==> config.mk <==
export PLATFORM = sky130hd
export DESIGN_NAME = boss_damage_ctl
export DESIGN_NICKNAME = d
export VERILOG_FILES = /design/src/rtl/game_pkg.sv /design/src/rtl/boss_hit_edge.sv /design/src/rtl/boss_damage_ctl.sv
export SDC_FILE = /design/constraint.sdc
export NUM_CORES = 1
export LEC_CHECK = 0
export ABC_AREA = 1
export ABC_CLOCK_PERIOD_IN_PS = 3750
export BUFFER_PORTS_ARGS = -buffer_cell sky130_fd_sc_hd__buf_2
export CAP_MARGIN = 20
export CELL_PAD_IN_SITES_DETAIL_PLACEMENT = 1
export CELL_PAD_IN_SITES_GLOBAL_PLACEMENT = 1
export CORE_MARGIN = 2
export CORE_UTILIZATION = 41
export CTS_BUF_LIST = sky130_fd_sc_hd__clkbuf_4 sky130_fd_sc_hd__clkbuf_8 sky130_fd_sc_hd__clkbuf_16
export DETAILED_ROUTE_END_ITERATION = 8
export HOLD_SLACK_MARGIN = 0.08
export PLACE_DENSITY_LB_ADDON = 0.2
export SLEW_MARGIN = 10
export SYNTH_ARGS = -nofsm -noshare
export SYNTH_HDL_FRONTEND = slang
export SYNTH_HIERARCHICAL = 1
export SYNTH_SLANG_ARGS = --single-unit
==> constraint.sdc <==
create_clock -name clk -period 3.75 [get_ports clk]
set_input_delay 0.1875 -clock clk [delete_from_list [all_inputs] [get_ports clk]]
set_output_delay 0.1875 -clock clk [all_outputs]
set_load 0.01 [all_outputs]
==> src/rtl/game_pkg.sv <==
// Shared game-level encodings and boss tuning constants.
package game_pkg;

   localparam logic [1:0] GAME_MENU = 2'd0;
   localparam logic [1:0] GAME_PLAY = 2'd1;
   localparam logic [1:0] GAME_END  = 2'd2;

   typedef enum logic [2:0] {
      IDLE,
      ALIVE,
      INVULN,
      DYING,
      DEAD
   } boss_state_t;

   localparam int DEF_MAX_HP       = 128;
   localparam int DEF_HP_SHIFT     = 7;
   localparam int DEF_MELEE_DMG    = 4;
   localparam int DEF_PROJ_DMG     = 2;
   localparam int DEF_INV_FRAMES   = 8;
   localparam int DEF_DEATH_FRAMES = 30;
   localparam int DEF_BAR_W        = 256;

endpackage

==> src/rtl/boss_hit_edge.sv <==
// Two-channel rising-edge detector; history register cleared by sync reset.
module boss_hit_edge
(
   input  logic       i_clk,
   input  logic       i_rst_n,
   input  logic [1:0] i_hit,
   output logic [1:0] o_edge
);

   logic [1:0] r_prev;

   always_ff @(posedge i_clk) begin
      if (!i_rst_n) r_prev <= 2'b00;
      else          r_prev <= i_hit;
   end

   assign o_edge = i_hit & ~r_prev;

endmodule

==> src/rtl/boss_damage_ctl.sv <==
// Boss HP owner: damage application, invulnerability, death sequence, HP bar.
module boss_damage_ctl
   import game_pkg::*;
#(
   parameter int MAX_HP       = DEF_MAX_HP,
   parameter int HP_SHIFT     = DEF_HP_SHIFT,
   parameter int MELEE_DMG    = DEF_MELEE_DMG,
   parameter int PROJ_DMG     = DEF_PROJ_DMG,
   parameter int INV_FRAMES   = DEF_INV_FRAMES,
   parameter int DEATH_FRAMES = DEF_DEATH_FRAMES,
   parameter int BAR_W        = DEF_BAR_W
)
(
   input  logic                clk,
   input  logic                rst,
   input  logic                frame_tick,
   input  logic [1:0]          game_active,
   input  logic                projectile_hit,
   input  logic                melee_hit,
   output logic [HP_SHIFT:0]   boss_hp,
   output logic                boss_alive,
   output logic                boss_hit_flash,
   output logic                boss_dying,
   output logic                boss_defeated,
   output logic [9:0]          hp_bar_w
);

   localparam int HPW   = HP_SHIFT + 1;
   localparam int CMAX  = (INV_FRAMES > DEATH_FRAMES) ? INV_FRAMES : DEATH_FRAMES;
   localparam int CNT_W = $clog2(CMAX + 1);
   localparam int PW    = HPW + 11;

   localparam logic [HPW-1:0]   HP_FULL = HPW'(MAX_HP);
   localparam logic [CNT_W-1:0] C_INV   = CNT_W'(INV_FRAMES);
   localparam logic [CNT_W-1:0] C_DEATH = CNT_W'(DEATH_FRAMES);
   localparam logic [CNT_W-1:0] C_ONE   = CNT_W'(1);

   boss_state_t      r_state, w_state_n;
   logic [CNT_W-1:0] r_cnt, w_cnt_n;
   logic [HPW-1:0]   r_hp, w_hp_n, w_dmg, w_hp_sub;
   logic [9:0]       r_bar, w_bar;
   logic             r_alive, r_flash, r_dying, r_def, w_def_n;
   logic [1:0]       w_edge;
   logic             w_hit;

   boss_hit_edge u_edge (
      .i_clk   (clk),
      .i_rst_n (rst),
      .i_hit   ({melee_hit, projectile_hit}),
      .o_edge  (w_edge)
   );

   assign w_hit    = |w_edge;
   assign w_dmg    = (w_edge[1] ? HPW'(MELEE_DMG) : '0)
                   + (w_edge[0] ? HPW'(PROJ_DMG) : '0);
   assign w_hp_sub = (r_hp > w_dmg) ? r_hp - w_dmg : '0;
   assign w_bar    = 10'((PW'(r_hp) * PW'(BAR_W)) >> HP_SHIFT);

   always_comb begin
      w_state_n = r_state;
      w_cnt_n   = r_cnt;
      w_hp_n    = r_hp;
      w_def_n   = 1'b0;
      // Leaving gameplay overrides hits and counter expiry.
      if (r_state != IDLE && game_active != GAME_PLAY) begin
         w_state_n = IDLE;
         w_cnt_n   = '0;
         w_hp_n    = HP_FULL;
      end else begin
         unique case (r_state)
            IDLE: begin
               w_hp_n = HP_FULL;
               if (game_active == GAME_PLAY) w_state_n = ALIVE;
            end
            ALIVE: begin
               if (w_hit) begin
                  w_hp_n = w_hp_sub;
                  if (w_hp_sub == '0) begin
                     w_state_n = DYING;
                     w_cnt_n   = C_DEATH;
                     w_def_n   = 1'b1;
                  end else begin
                     w_state_n = INVULN;
                     w_cnt_n   = C_INV;
                  end
               end
            end
            INVULN: begin
               if (frame_tick) begin
                  w_cnt_n = r_cnt - C_ONE;
                  if (r_cnt == C_ONE) w_state_n = ALIVE;
               end
            end
            DYING: begin
               w_hp_n = '0;
               if (frame_tick) begin
                  w_cnt_n = r_cnt - C_ONE;
                  if (r_cnt == C_ONE) w_state_n = DEAD;
               end
            end
            DEAD: w_hp_n = '0;
            default: begin
               w_state_n = IDLE;
               w_cnt_n   = '0;
               w_hp_n    = HP_FULL;
            end
         endcase
      end
   end

   always_ff @(posedge clk) begin
      if (!rst) begin
         r_state <= IDLE;
         r_cnt   <= '0;
         r_hp    <= HP_FULL;
         r_bar   <= 10'(BAR_W);
         r_alive <= 1'b0;
         r_flash <= 1'b0;
         r_dying <= 1'b0;
         r_def   <= 1'b0;
      end else begin
         r_state <= w_state_n;
         r_cnt   <= w_cnt_n;
         r_hp    <= w_hp_n;
         r_bar   <= w_bar;
         r_alive <= (w_state_n == ALIVE) || (w_state_n == INVULN);
         r_flash <= (w_state_n == INVULN);
         r_dying <= (w_state_n == DYING);
         r_def   <= w_def_n;
      end
   end

   assign boss_hp        = r_hp;
   assign boss_alive     = r_alive;
   assign boss_hit_flash = r_flash;
   assign boss_dying     = r_dying;
   assign boss_defeated  = r_def;
   assign hp_bar_w       = r_bar;

endmodule

After elaboration in Yosys (flattened, before gate mapping)

Cells that the tools add are included.

Bits in registers: 32
Input bits: 7
Logic and storage cells: 65

Add/sub/neg operators: 3
Order comparisons: 1
Eq/ne operators: 12
Mux-type cells: 19
Bitwise operators: 7
Reduce and logical (&&, ||, !) cells: 13

Operators with widths:

| kind                  | count |
|---|---|
| $mux W3               | 8 |
| $pmux W8 S3           | 1 |
| $mux W8               | 2 |
| $mux W5               | 3 |
| $pmux W3 S5           | 1 |
| $pmux W5 S3           | 1 |
| $eq A3 B2 Y1 const B  | 4 |
| $reduce_or A2 Y1      | 5 |
| $gt A8 B4 Y1          | 1 |
| $logic_not A8 Y1      | 1 |
| $sub A8 B4 Y8         | 1 |
| $eq A3 B1 Y1 const B  | 2 |
| $eq A5 B1 Y1 const B  | 1 |
| $not A1 Y1            | 5 |
| $sub A5 B1 Y5 const B | 1 |
| $add A3 B2 Y4         | 1 |
| $ne A2 B1 Y1 const B  | 2 |
| $reduce_or A4 Y1      | 1 |
| $eq A3 B3 Y1 const B  | 1 |
| $logic_not A3 Y1      | 1 |
| $reduce_and A3 Y1     | 1 |
| $reduce_bool A3 Y1    | 1 |
| $and A2 B2 Y2         | 1 |
| $eq A2 B1 Y1 const B  | 1 |
| 7 further kinds       | 8 |

Longest topological paths before layout

Depth after elaboration: 13
Gate-level depth with buffers: 17
Mapped depth without buffers: 17

Cells and area by module

Netlist, hierarchy kept.

By module, submodules not included:

| module          | instances | cells each | area an instance (µm²) |
|---|---|---|---|
| boss_damage_ctl | 1         | 207        | 1471.4 |
| boss_hit_edge   | 1         | 10         | 75.1 |

Worst setup path after synthesis

No wires, ideal clock.

Kind: register to register
Start: reg r_hp[1], in the netlist boss_hp[1]
End: reg r_alive, in the netlist boss_alive
Arrival time: 1.857 ns
Setup slack: 1.780 ns
Stages on the path, launching flop included: 14
Path buffers: 0
Clock period less this slack: 1.970 ns
Path through: dfxtp_1 inv_1 ha_1 fa_1 nand3_1 nand2_1 nand2_1 nand2_1 a21oi_1 nand3_2 nand2_2 nand2_2 nand2_2 nand2_1

Word-level cells in the longest chain between the ends: 9

RTL lines:

| element                                              | line                   | RTL |
|---|---|---|
| start, declared                                      | boss_damage_ctl.sv:40  | `logic [HPW-1:0] r_hp, w_hp_n, w_dmg, w_hp_sub;` |
| start signal, assigned                               | boss_damage_ctl.sv:124 | `r_hp <= w_hp_n;` |
| $sub A8 B4 Y8 / $gt A8 B4 Y1 (equally long branches) | boss_damage_ctl.sv:56  | `assign w_hp_sub = (r_hp > w_dmg) ? r_hp - w_dmg : '0;` |
| $mux W8 (*)                                          | boss_damage_ctl.sv:56  |  |
| $logic_not A8 Y1 (*)                                 | boss_damage_ctl.sv:78  | `if (w_hp_sub == '0) begin` |
| $mux W1 (*)                                          | boss_damage_ctl.sv:78  |  |
| $mux W3 (*)                                          | boss_damage_ctl.sv:76  | `if (w_hit) begin` |
| $pmux W3 S5 (*)                                      | boss_damage_ctl.sv:70  | `unique case (r_state)` |
| $mux W3 (*)                                          | boss_damage_ctl.sv:65  | `if (r_state != IDLE && game_active != GAME_PLAY) begin` |
| $eq A3 B1 Y1 / $eq A3 B2 Y1 (equally long branches)  | boss_damage_ctl.sv:126 | `r_alive <= (w_state_n == ALIVE) \|\| (w_state_n == INVULN);` |
| $logic_or A1 B1 Y1 (*)                               | boss_damage_ctl.sv:126 |  |
| end signal, assigned                                 | boss_damage_ctl.sv:126 |  |
| end, declared                                        | boss_damage_ctl.sv:42  | `logic r_alive, r_flash, r_dying, r_def, w_def_n;` |

Every way passes the cells marked *; elsewhere a longest branch is shown, timed or not.
A chain may end at the register's enable or synchronous reset.

Worst setup path after layout

Ends and elaborated chain as after synthesis.

==> reports/metrics.yaml <==
yosys_warnings: 6
grt_max_degree: 13
fin_cells: 297
rsz0062_at_grt: "no"
min_path_type: "in -> reg"
p_leak_nw: 0.9723
ys.flop_type: "dfxtp_1"
port_buffers: 26
htreeDepth: 2
postLayoutCellArea_mm2: 0.001831
sw_frac_of_total_pct: 28.60
diodes: 0
whs_ns: 0.09710
regToRegStartpoint: "boss_hp[1]"
synth_top_cell_by_area: "dfxtp_1"
power_density_mw_per_mm2: 440.6
wire_per_inst_um: 12.32
cts.sinks: 30
fillers: 494
seqPwrFrac_pct: 42.6
drc: 0
rr_worst_depth: 13
seqCellArea_um2: 600.6
p_switching_mw: 0.2307
drtIter0Drc: 49
netlist.area_leader.share_pct: 38.83
syn_area_mm2: 0.001546
ys_async_sr_fraction_pct: 0
vdd_drop_max_mv: 0.3083
period_share_pct: 59.53
hold_end: "u_edge/r_prev[1]"
overflow: 0
netlist_top_cells_count: "nand2_1 (43), inv_1 (36), dfxtp_1 (30)"
dpl_cell_area_mm2: 0.001722
tritoncts: "built"
start_util_pct: 42.56
cp_data_required_time_ns: 3.93
cp_max_fo: 5
fin_crit_ns: 2.233
core_area_mm2: 0.003633
clkPwrFrac_pct: 40.0
hold_viol: 0
ant_nets: 0
yosysUniqueCellTypes: 29
status: "completed"
setup_ws_ns: 1.517
critical_path_class: "reg -> reg"
dr.pass1.iters: 4
num_vias: 1429
whs_path_depth: 3
worstSetupEndpointType: "register"
seq_area_frac_synth_pct: 38.83
cp.arrival_ns: 2.42
place_inst: 289
min_from: "melee_hit"
totalWireLength_um: 3659
pwr-share-comb_pct: 17.5
cts_resized: 0
layout.nets: 261
cts_setup_buffers: 0
grt_pass1_vias: 1448
grt.total_usage_pct: 20.15
synth_enable_flop_cells: 0
worstSetupStartpointType: "register"
yosysMostFrequentCell: "nand2_1"
gp_congestion: 0.8752
root_buffer: "clkbuf_8"
cts_buffers: 5
hold_buffers: 0
die_area_mm2: 0.004279
syn_avg_cell_area_um2: 7.127
dp_slack_ns: 1.552
clock_latency_ns: 0.29
r2r_end: "boss_alive"
rrSetupSlack_ns: 1.52
viasPerCell: 4.811
ys_ff_latch: 30
netlist_instances: 217
die_height_um: 65.42
p_int_mw: 0.5759
fp.dieW_um: 65.42
layout-drive-gt1-share_pct: 26.10
timing.fmax_ghz: 0.4479
final.setup.tns_ns: 0
dpl.hpwl_um: 2877
multiInputGateArea_um2: 765.7
finalSetupViolations: 0
antenna_found_initial: 0
clock_path_buffers: 2
yosys-top-cells-area: "dfxtp_1 (39%), nand2_1 (10%), inv_1 (8.7%)"
clkTransAtPathRegs_ns: 0.07
final_max_slew_viol_count: 0
core.rowCount: 22
finClkSkew_ns: 0.005423
io_pins: 29
grt_pass1_wl_um: 6672
drv_cap: 0
area_delta_synth_final_pct: 18.37
==> metrics by stage <==
stage	utilization, %	power (mW)
after floorplan	-	0.4561
after global placement	47.38	0.4886
after detailed placement	47.38	0.4914
after CTS	50.38	0.8131
after global routing	50.38	0.8476
final	50.38	0.8066
==> registers in the layout, indices dropped and copies added, names as in the netlist <==
name            count
boss_hp             8
r_cnt               5
boss_dying          1
u_edge/r_prev       2
hp_bar_w            8
r_state             3
boss_alive          1
boss_defeated       1
boss_hit_flash      1
==> metal layers <==
layer	up-vias	GRT usage (%)	routed length [µm]
met5	-	0	0
met4	0	7.031	68
met3	9	5.137	155
met2	31	31.76	1682
met1	658	26.70	1754
li1	731	-	-
==> critical path: stages, from the launching register on <==
cell and delay [ns]:
dfxtp_1 0.38, inv_1 0.09, ha_1 0.21, fa_1 0.49
nand3_1 0.14, nand2_1 0.05, nand2_1 0.10, nand2_1 0.07
a21oi_1 0.21, nand3_2 0.13, nand2_2 0.09, nand2_2 0.07
nand2_2 0.06, nand2_1 0.04
==> cell usage in the layout (no fill, tap or decap) <==
master,count
a211oi_1,1
a21oi_1,17
a21oi_2,1
a31oi_1,1
and2_1,1
and2_4,1
buf_2,26
bufinv_16,1
clkbuf_8,5
clkinv_2,2
conb_1,2
dfxtp_1,30
fa_1,1
ha_1,5
inv_1,36
inv_2,8
nand2_1,43
nand2_2,6
nand2_4,1
nand3_1,7
nand3_2,3
nand4_1,3
nor2_1,20
nor2_2,8
nor2_4,2
nor3_1,4
nor3_4,1
o21ai_0,8
o21ai_1,1
o22ai_1,2
xor2_1,2
==> worst max path at each step <==
| stage | startpoint | cells past startpoint | endpoint | slack [ns] |
|---|---|---|---|---|
| after floorplan | boss_hp[1] | 13 | boss_alive | 1.78 |
| after global placement | boss_hp[1] | 13 | boss_alive | 1.63 |
| after detailed placement | boss_hp[1] | 13 | boss_alive | 1.55 |
| after CTS | boss_hp[1] | 13 | boss_alive | 1.51 |
| after global routing | boss_hp[1] | 13 | boss_alive | 1.30 |
| final | boss_hp[1] | 13 | boss_alive | 1.52 |
==> logic make-up (layout without fill, tap and decap cells) <==
logic type,Yosys count,after routing,share of synthesized area (%)
simple gates,100,100,31.88
buf+inv,47,78,11.89
compound gates,31,31,10.68
flops,30,30,38.84
fa+ha+maj,6,6,5.340
xor+xnor,2,2,1.133
other cells,1,2,0.2425
==> layout make-up <==
type | count | area share (%)
clock inverters | 3 | 2.187
inverters | 44 | 9.023
flip-flops and latches | 30 | 32.81
well taps | 48 | 3.281
clock buffers | 5 | 3.759
repair buffers | 26 | 7.109
multi-input cells | 141 | 41.83
==> power by group through the flow <==
stage	clock network [mW]	logic, mW	registers (mW)
finish	0.322	0.141	0.343
global route	0.340	0.163	0.345
CTS	0.328	0.142	0.343
detailed placement	0	0.141	0.351
global placement	0	0.138	0.350
floorplan	0	0.105	0.351
Note: power is estimated with default switching activity, not from simulation.
